File: src/rtl/mkio_chan_arb.sv
// Dual-redundant bus channel arbiter: locks onto the channel carrying the live
// command stream, forwards its words and steers transmit words to that channel's encoder.
// Channel B is enabled only when MKIO_CHB_EN is defined; otherwise the block is A-only.
module mkio_chan_arb #(
    parameter int TO_CYC = 768
) (
    input  logic        clk,
    input  logic        reset,
    input  logic        dec_valid_a,
    input  logic        dec_valid_b,
    input  logic        dec_cs_a,
    input  logic        dec_cs_b,
    input  logic        dec_err_a,
    input  logic        dec_err_b,
    input  logic [15:0] dec_data_a,
    input  logic [15:0] dec_data_b,
    output logic        core_valid,
    output logic        core_cs,
    output logic        core_err,
    output logic [15:0] core_data,
    output logic        core_chan,
    output logic        core_abort,
    input  logic        core_tx_req,
    input  logic        core_tx_cs,
    input  logic [15:0] core_tx_data,
    output logic        core_tx_done,
    output logic        enc_start_a,
    output logic        enc_start_b,
    output logic        enc_abort_a,
    output logic        enc_abort_b,
    output logic        enc_cs,
    output logic [15:0] enc_data,
    input  logic        enc_done_a,
    input  logic        enc_done_b,
    output logic        tx_inhibit_a,
    output logic        tx_inhibit_b
);

`ifdef MKIO_CHB_EN
    localparam bit CHB_EN = 1'b1;
`else
    localparam bit CHB_EN = 1'b0;
`endif

    localparam int              CW       = (TO_CYC > 1) ? $clog2(TO_CYC) : 1;
    localparam logic [CW-1:0]   CNT_LAST = CW'(TO_CYC - 1);
    localparam logic [CW-1:0]   CNT_MAX  = '1;

    typedef enum logic [1:0] {
        IDLE = 2'd0,
        LOCK = 2'd1,
        TX   = 2'd2
    } state_e;

    state_e         state_q, state_d;
    logic           chan_q, chan_d;
    logic [CW-1:0]  cnt_q, cnt_d;
    logic           armed_q;
    logic           enc_cs_q, enc_cs_d;
    logic [15:0]    enc_data_q, enc_data_d;

    logic           core_valid_q, core_valid_d;
    logic           core_cs_q, core_cs_d;
    logic           core_err_q, core_err_d;
    logic [15:0]    core_data_q, core_data_d;
    logic           core_abort_q, core_abort_d;
    logic           core_tx_done_q, core_tx_done_d;
    logic           enc_start_a_q, enc_start_a_d;
    logic           enc_start_b_q, enc_start_b_d;
    logic           enc_abort_a_q, enc_abort_a_d;
    logic           enc_abort_b_q, enc_abort_b_d;
    logic           tx_inh_a_q, tx_inh_a_d;
    logic           tx_inh_b_q, tx_inh_b_d;

    logic           fwd, fwd_b, abort, start, kill, done;
    logic           cmd_a, cmd_b, valid_b, done_b;
    logic           own_valid, own_done, other_cmd;

    // Channel B events are masked at the source so an A-only build never sees them.
    assign cmd_a     = dec_valid_a & dec_cs_a & ~dec_err_a;
    assign valid_b   = CHB_EN & dec_valid_b;
    assign cmd_b     = valid_b & dec_cs_b & ~dec_err_b;
    assign done_b    = CHB_EN & enc_done_b;
    assign own_valid = chan_q ? valid_b : dec_valid_a;
    assign own_done  = chan_q ? done_b : enc_done_a;
    assign other_cmd = chan_q ? cmd_a : cmd_b;

    always_ff @(posedge clk or negedge reset) begin
        if (!reset) begin
            state_q        <= IDLE;
            chan_q         <= 1'b0;
            cnt_q          <= '0;
            armed_q        <= 1'b0;
            enc_cs_q       <= 1'b0;
            enc_data_q     <= '0;
            core_valid_q   <= 1'b0;
            core_cs_q      <= 1'b0;
            core_err_q     <= 1'b0;
            core_data_q    <= '0;
            core_abort_q   <= 1'b0;
            core_tx_done_q <= 1'b0;
            enc_start_a_q  <= 1'b0;
            enc_start_b_q  <= 1'b0;
            enc_abort_a_q  <= 1'b0;
            enc_abort_b_q  <= 1'b0;
            tx_inh_a_q     <= 1'b1;
            tx_inh_b_q     <= 1'b1;
        end else begin
            state_q        <= state_d;
            chan_q         <= chan_d;
            cnt_q          <= cnt_d;
            armed_q        <= 1'b1;
            enc_cs_q       <= enc_cs_d;
            enc_data_q     <= enc_data_d;
            core_valid_q   <= core_valid_d;
            core_cs_q      <= core_cs_d;
            core_err_q     <= core_err_d;
            core_data_q    <= core_data_d;
            core_abort_q   <= core_abort_d;
            core_tx_done_q <= core_tx_done_d;
            enc_start_a_q  <= enc_start_a_d;
            enc_start_b_q  <= enc_start_b_d;
            enc_abort_a_q  <= enc_abort_a_d;
            enc_abort_b_q  <= enc_abort_b_d;
            tx_inh_a_q     <= tx_inh_a_d;
            tx_inh_b_q     <= tx_inh_b_d;
        end
    end

    // The first edge after reset release only arms the FSM; nothing moves until the second.
    always_comb begin
        state_d    = state_q;
        chan_d     = chan_q;
        cnt_d      = cnt_q;
        enc_cs_d   = enc_cs_q;
        enc_data_d = enc_data_q;
        fwd        = 1'b0;
        fwd_b      = 1'b0;
        abort      = 1'b0;
        start      = 1'b0;
        kill       = 1'b0;
        done       = 1'b0;
        if (armed_q) begin
            unique case (state_q)
                IDLE: begin
                    cnt_d = '0;
                    if (cmd_a) begin
                        state_d = LOCK;
                        chan_d  = 1'b0;
                        fwd     = 1'b1;
                    end else if (cmd_b) begin
                        state_d = LOCK;
                        chan_d  = 1'b1;
                        fwd     = 1'b1;
                        fwd_b   = 1'b1;
                    end
                end
                LOCK: begin
                    if (other_cmd) begin
                        chan_d = ~chan_q;
                        fwd    = 1'b1;
                        fwd_b  = ~chan_q;
                        abort  = 1'b1;
                        cnt_d  = '0;
                    end else begin
                        if (own_valid) begin
                            fwd   = 1'b1;
                            fwd_b = chan_q;
                            cnt_d = '0;
                        end
                        if (core_tx_req) begin
                            start      = 1'b1;
                            enc_cs_d   = core_tx_cs;
                            enc_data_d = core_tx_data;
                            state_d    = TX;
                        end else if (!own_valid) begin
                            if (cnt_q == CNT_LAST) begin
                                state_d = IDLE;
                                cnt_d   = '0;
                            end else if (cnt_q != CNT_MAX) begin
                                cnt_d = cnt_q + 1'b1;
                            end
                        end
                    end
                end
                TX: begin
                    if (other_cmd) begin
                        kill    = 1'b1;
                        abort   = 1'b1;
                        chan_d  = ~chan_q;
                        fwd     = 1'b1;
                        fwd_b   = ~chan_q;
                        state_d = LOCK;
                        cnt_d   = '0;
                    end else if (own_done) begin
                        done    = 1'b1;
                        state_d = LOCK;
                        cnt_d   = '0;
                    end
                end
                default: state_d = IDLE;
            endcase
        end
    end

    always_comb begin
        core_valid_d   = fwd;
        core_cs_d      = fwd & (fwd_b ? dec_cs_b : dec_cs_a);
        core_err_d     = fwd & (fwd_b ? dec_err_b : dec_err_a);
        core_data_d    = fwd ? (fwd_b ? dec_data_b : dec_data_a) : core_data_q;
        core_abort_d   = abort;
        core_tx_done_d = done;
        enc_start_a_d  = start & ~chan_q;
        enc_start_b_d  = start & chan_q;
        enc_abort_a_d  = kill & ~chan_q;
        enc_abort_b_d  = kill & chan_q;
        tx_inh_a_d     = !((state_d == TX) && !chan_d);
        tx_inh_b_d     = !((state_d == TX) && chan_d);
    end

    assign core_valid   = core_valid_q;
    assign core_cs      = core_cs_q;
    assign core_err     = core_err_q;
    assign core_data    = core_data_q;
    assign core_chan    = chan_q;
    assign core_abort   = core_abort_q;
    assign core_tx_done = core_tx_done_q;
    assign enc_cs       = enc_cs_q;
    assign enc_data     = enc_data_q;
    assign enc_start_a  = enc_start_a_q;
    assign enc_abort_a  = enc_abort_a_q;
    assign tx_inhibit_a = tx_inh_a_q;
    assign enc_start_b  = CHB_EN & enc_start_b_q;
    assign enc_abort_b  = CHB_EN & enc_abort_b_q;
    assign tx_inhibit_b = ~CHB_EN | tx_inh_b_q;

endmodule
File: config.mk
export PLATFORM = sky130hd
export DESIGN_NAME = mkio_chan_arb
export DESIGN_NICKNAME = d
export VERILOG_FILES = /design/src/rtl/mkio_chan_arb.sv
export SDC_FILE = /design/constraint.sdc
export NUM_CORES = 1
export LEC_CHECK = 0
export BUFFER_PORTS_ARGS = -buffer_cell sky130_fd_sc_hd__buf_2
export CORE_ASPECT_RATIO = 0.8
export CORE_MARGIN = 2
export CORE_UTILIZATION = 40
export CTS_CLUSTER_SIZE = 40
export DETAILED_ROUTE_END_ITERATION = 10
export GPL_TIMING_DRIVEN = 0
export PLACE_DENSITY = 0.66
export REMOVE_ABC_BUFFERS = 1
export SLEW_MARGIN = 30
export SYNTH_ARGS = -nofsm -noshare
export SYNTH_HDL_FRONTEND = slang
export SYNTH_SLANG_ARGS = --single-unit
File: constraint.sdc
create_clock -name clk -period 2.4 [get_ports clk]
set_clock_uncertainty 0.1 [all_clocks]
set_input_delay 0 -clock clk [delete_from_list [all_inputs] [get_ports clk]]
set_output_delay 0 -clock clk [all_outputs]
set_load 0.02 [all_outputs]
### Yosys cells after proc, flatten, opt, wreduce, memory -nomap -nowiden

Index checks and enable logic that the tools add are counted.

* input bits: 60
* register bits after elaboration: 55
* logic and storage cells: 90
* output and inout bits: 45

* equality and inequality tests: 6
* bitwise operators: 9
* multiplexer cells: 51
* reduce and logical (&&, ||, !) cells: 8
* $add $sub $neg: 1

Operators by type and width (count)
* 10-bit two-way mux: 8
* 10-bit one-hot mux with 3 select lines: 1
* 1-bit two-way mux: 29
* 16-bit two-way mux: 1
* 2-bit two-way mux: 8
* 10-bit by 1-bit adder with 10-bit output, second input constant: 1
* 10-bit equality test, second input constant: 1
* 10-bit != test, second input constant: 1
* 1-bit AND: 6
* 2-bit one-hot mux with 3 select lines: 1
* 2-bit equality test, second input constant: 2
* 1-bit one-hot mux with 2 select lines: 2
* 4-bit AND reduction: 1
* 3-bit != test, second input constant: 1
* 1-bit inverter: 3
* 1-bit one-hot mux with 3 select lines: 1
* 3-bit AND reduction: 1
* 3-bit nonzero test: 1
* 2-bit by 1-bit equality test with 1-bit output, second input constant: 1
* 1-bit logical NOT: 2
* 2-bit logical NOT: 1
* 2-bit OR reduction: 1
* 1-bit logical AND: 1

### Longest topological paths before layout

* depth in word-level cells: 10
* mapped depth: 7
* gate-level depth less buffers: 7

### Worst setup path before layout

Ideal clock, no wire load.

* path kind: register to register
* start: reg state_q[0]
* end: reg core_data_q[10] (netlist: core_data[10])
* library setup time: 128 ps
* data required time: 2172 ps
* slack: 337 ps
* path buffers: 1
* arrival: 1835 ps
* cell stages (with the launch flop): 8
* clock period less this slack: 2063 ps
* cells stage by stage: dfrtp_1 inv_1 ha_1 a21oi_1 or2_1 a21oi_4 buf_4 mux2_1

* elaborated cells on any way between the ends: 8
* those cells by class: eq/ne (2); mux (5); reduce/logical (1)

RTL lines
* start: declaration: RTL line 55 `state_e state_q, state_d;`
* start signal: assignment: RTL line 109 `state_q <= state_d;`
* 2-bit equality test, or another cell as far along: RTL line 144 `unique case (state_q)`
* 1-bit one-hot mux with 3 select lines (*): RTL line 144
* 1-bit two-way mux (*): RTL line 143 `if (armed_q) begin`
* named net core_valid_d: RTL line 62 `logic core_valid_q, core_valid_d;`
* end signal: assignment: RTL line 118 `core_data_q <= core_data_d;`
* end: declaration: RTL line 65 `logic [15:0] core_data_q, core_data_d;`

The timed path passes the listed nets; every way through them passes the cells marked *.
A chain may end at the register's enable or synchronous reset.

### Worst setup path in the final report

* start: reg chan_q (netlist: core_chan)
* end: reg cnt_q[4]

* cells in the longest elaborated chain, start to end: 8
* elaborated cells on any way between the ends: 13
* those cells by class: eq/ne (1); mux (11); reduce/logical (1)

RTL lines
* start: declaration: RTL line 56 `logic chan_q, chan_d;`
* start signal: assignment: RTL line 110 `chan_q <= chan_d;`
* 1-bit two-way mux: RTL line 84 `assign own_valid = chan_q ? valid_b : dec_valid_a;`
* 10-bit two-way mux: RTL line 166 `if (own_valid) begin`
* 10-bit two-way mux: RTL line 180 `end else if (cnt_q != CNT_MAX) begin`
* 10-bit two-way mux: RTL line 177 `if (cnt_q == CNT_LAST) begin`
* 10-bit two-way mux: RTL line 176 `end else if (!own_valid) begin`
* 10-bit two-way mux: RTL line 171 `if (core_tx_req) begin`
* 10-bit two-way mux: RTL line 159 `if (other_cmd) begin`
* 10-bit one-hot mux with 3 select lines: RTL line 144
* end signal: assignment: RTL line 111 `cnt_q <= cnt_d;`
* end: declaration: RTL line 57 `logic [CW-1:0] cnt_q, cnt_d;`

Parallel ways exist; a longest one is shown, timed or not.

==> results.yml <==
floorplanning:
  die-area_um2: 7190
  die_height_um: 76.3
  die_x_um: 94.3
  io-pin-count: 105
  start_util: 0.411
  fp-row-count: 26
  core_um2: 6340
logic_synthesis:
  synthMuxAreaShare: 0.146
  synth_area_leaders: "dfrtp_1, mux2_2, mux2_1"
  yosys_warnings: 0
  synthArstFlopShare: 1.00
  yosysSeqAreaShare: 0.528
  synth_edf_count: 0
  synth_xor_area_frac: 0
  synth_top_flop_cell: "dfrtp_1"
  synth_cell_type_count: 51
  synth_top_area_cell: "dfrtp_1"
  postSynthCellCount: 224
  synth-seq-cells: 55
  synthAdderAreaFrac: 0.0240
  synth_top_family_by_area: "multiplexers"
  synthSimpleGateAreaFrac: 0.128
  synth_area_um2: 2610
  synth-compound-area-share: 0.133
  synth_top_area_share: 0.518
  avgSynthCellArea_um2: 11.7
placed_design:
  placed_cell_area_um2: 3060
  finalWeightedCongestion: 0.893
  placedCellCount: 380
  port_buffers: 81
  detailedPlacementHpwl_mm: 4.09
route:
  drt_iter0_markers: 235
  dr.pass1.iters: 5
  wl_per_cell_um: 14.5
  drc: 0
  vias: 2226
  drt.antenna.violating_nets: 0
  vias_per_cell: 5.23
  routed_wl_mm: 6.16
sta:
  finalSetupViolCount: 0
  finalCriticalPeriod_ns: 2.17
  hold_slack_ns: 0.0218
  report.final.slew_viol_count: 0
  worst_slew_pin_slew_ns: 0.684
  hold_viol: 0
  rsz0062_at_grt: "false"
  fmax_mhz: 462
  relSlewSlack: 0.544
  fin_crit_sh: 0.903
cts:
  clkLatencyLatePin_ns: 0.30
  cts_tree: "done"
  root_buffer: "clkbuf_8"
  clockBufferDepth: 2
  cts_inserted_buffers: 5
  path_clk_slew_ns: 0.09
  cts-htree-levels: 2
  cts.sinks: 55
critical_path:
  cp_top_family: "compound AO/OA/AOI/OAI gates"
  cp_slowest_cell: "dfrtp_1"
  cp-end-kind: "flop"
  criticalPathCategory: "flop to flop"
  required_ns: 2.50
  path_cells: "nand4b_2 -> a31oi_1 -> nand3_1 -> o31ai_1"
  arrival_ns: 2.27
  slowest_delay_ns: 0.62
  cp-start-kind: "flop"
  cp_max_fo: 11
  crit_buf_inv: 0
layout:
  final_cell_mix: "buf_2, dfrtp_1, dlygate4sd3_1, mux2_2, nand2_1"
  multiInputGateArea_um2: 1150
  diodes: 0
  fin_util: 0.560
  layout_commonest_cell: "buf_2"
  design_area_um2: 3550
  synthToLayoutAreaGrowth_pct: 36.0
  design.final.nets: 406
  fin_cells: 426
  fill_cells: 541
  drive_above_1_share: 0.348
  seq_area_um2: 1380
job:
  cap_violations: 0
grt:
  grt_pass1_wl_mm: 9.92
  antenna_found_initial: 0
  grt_max_degree: 56
  grt_pass1_vias: 2130
  grt_overflow: 0
  grtUsageTotal: 0.175
power_and_ir_drop:
  power.leakage_nw: 1.70
  power.density_nw_per_um2: 933
  worst_ir_drop_vdd_mv: 0.468
  total_power_mw: 3.31
min_path:
  hp-class: "input pin to flop"
outcome:
  status: "finished clean"
## cells by family (layout without fill, tap and decap cells)
group | after synthesis | in the layout
AO/OA/AOI/OAI | 48 | 48
AND/OR/NAND/NOR | 60 | 60
multiplexers | 34 | 34
buffers and inverters | 20 | 135
flip-flops | 55 | 55
adder cells (fa/ha/maj) | 5 | 5
other | 2 | 5
## state kept, by name, indices dropped and copies added (netlist names), 2 cells and up
signal     count
core_data     16
enc_data      16
cnt_q         10
state_q        2
## cells in the mapped netlist, drive strengths merged (3+ instances only)
cell type,n
a21oi,12
a31oi,6
and3,3
buf,11
dfrtp,54
ha,5
inv,8
mux2,33
nand2,15
nand2b,4
nand3,7
nand4,4
nor2,7
nor2b,4
o211ai,3
o21ai,7
o31ai,3
or3,3
## power breakdown
part	switching (mW)	internal [mW]	total, mW	leakage, nW
combinational	0.813	0.580	1.39	0.947
clock	0.278	0.237	0.515	0.0484
sequential	0.158	1.25	1.40	0.703
total	1.25	2.06	3.31	1.70
## layer usage
metal / wire (um) / track usage / up-vias / share of wire
met5: 0 / 0 / - / 0
met4: 61 / 0.0522 / 0 / 0.0099
met3: 463 / 0.0376 / 5 / 0.075
met2: 2890 / 0.287 / 104 / 0.47
met1: 2750 / 0.232 / 1064 / 0.45
li1: - / - / 1053 / -
## metrics by stage
stage               worst slack [ns]  setup TNS, ns
CTS                           0.0879              0
finish                         0.234              0
global route                  0.0218              0
floorplan                      0.351              0
detailed placement           -0.0411         -0.451
global placement              0.0298              0
## path summary, 6_finish.rpt
kind	slack, ns	cells past startpoint	endpoint	startpoint
max in group asynchronous	1.55	2	core_chan$_DFF_PN0_	reset
min reg2reg	0.39	1	core_data[9]$_DFFE_PN0P_	core_data[9]$_DFFE_PN0P_
max	0.23	4	cnt_q[4]$_DFFE_PN0P_	core_chan$_DFF_PN0_
min in group asynchronous	0.18	2	enc_data[4]$_DFFE_PN0P_	reset
min	0.02	3	core_abort$_DFF_PN0_	dec_valid_a
max reg2reg	0.23	4	cnt_q[4]$_DFFE_PN0P_	core_chan$_DFF_PN0_
## area by class of cell
cell class | instances | share of cell area
Multi-Input combinational cell | 152 | 0.323
Clock buffer | 7 | 0.0243
Inverter | 8 | 0.00846
Timing Repair Buffer | 119 | 0.224
Tap cell | 84 | 0.0296
Sequential cell | 55 | 0.388
Clock inverter | 1 | 0.00247
## worst reg2reg max path, stage by stage, from the launching register on
cell,delay [ns]
dfrtp_1,0.62
nand4b_2,0.26
a31oi_1,0.58
nand3_1,0.23
o31ai_1,0.28
## what timing repair did
action,4_1_cts,5_1_grt
hold endpoints to repair,90,0
resized for setup,0,1
hold buffers,36,0
setup endpoints to repair,17,17
gates cloned,0,0
setup buffers,1,1
pin swaps,1,1
No activity file was read; power rests on OpenSTA's default activity.
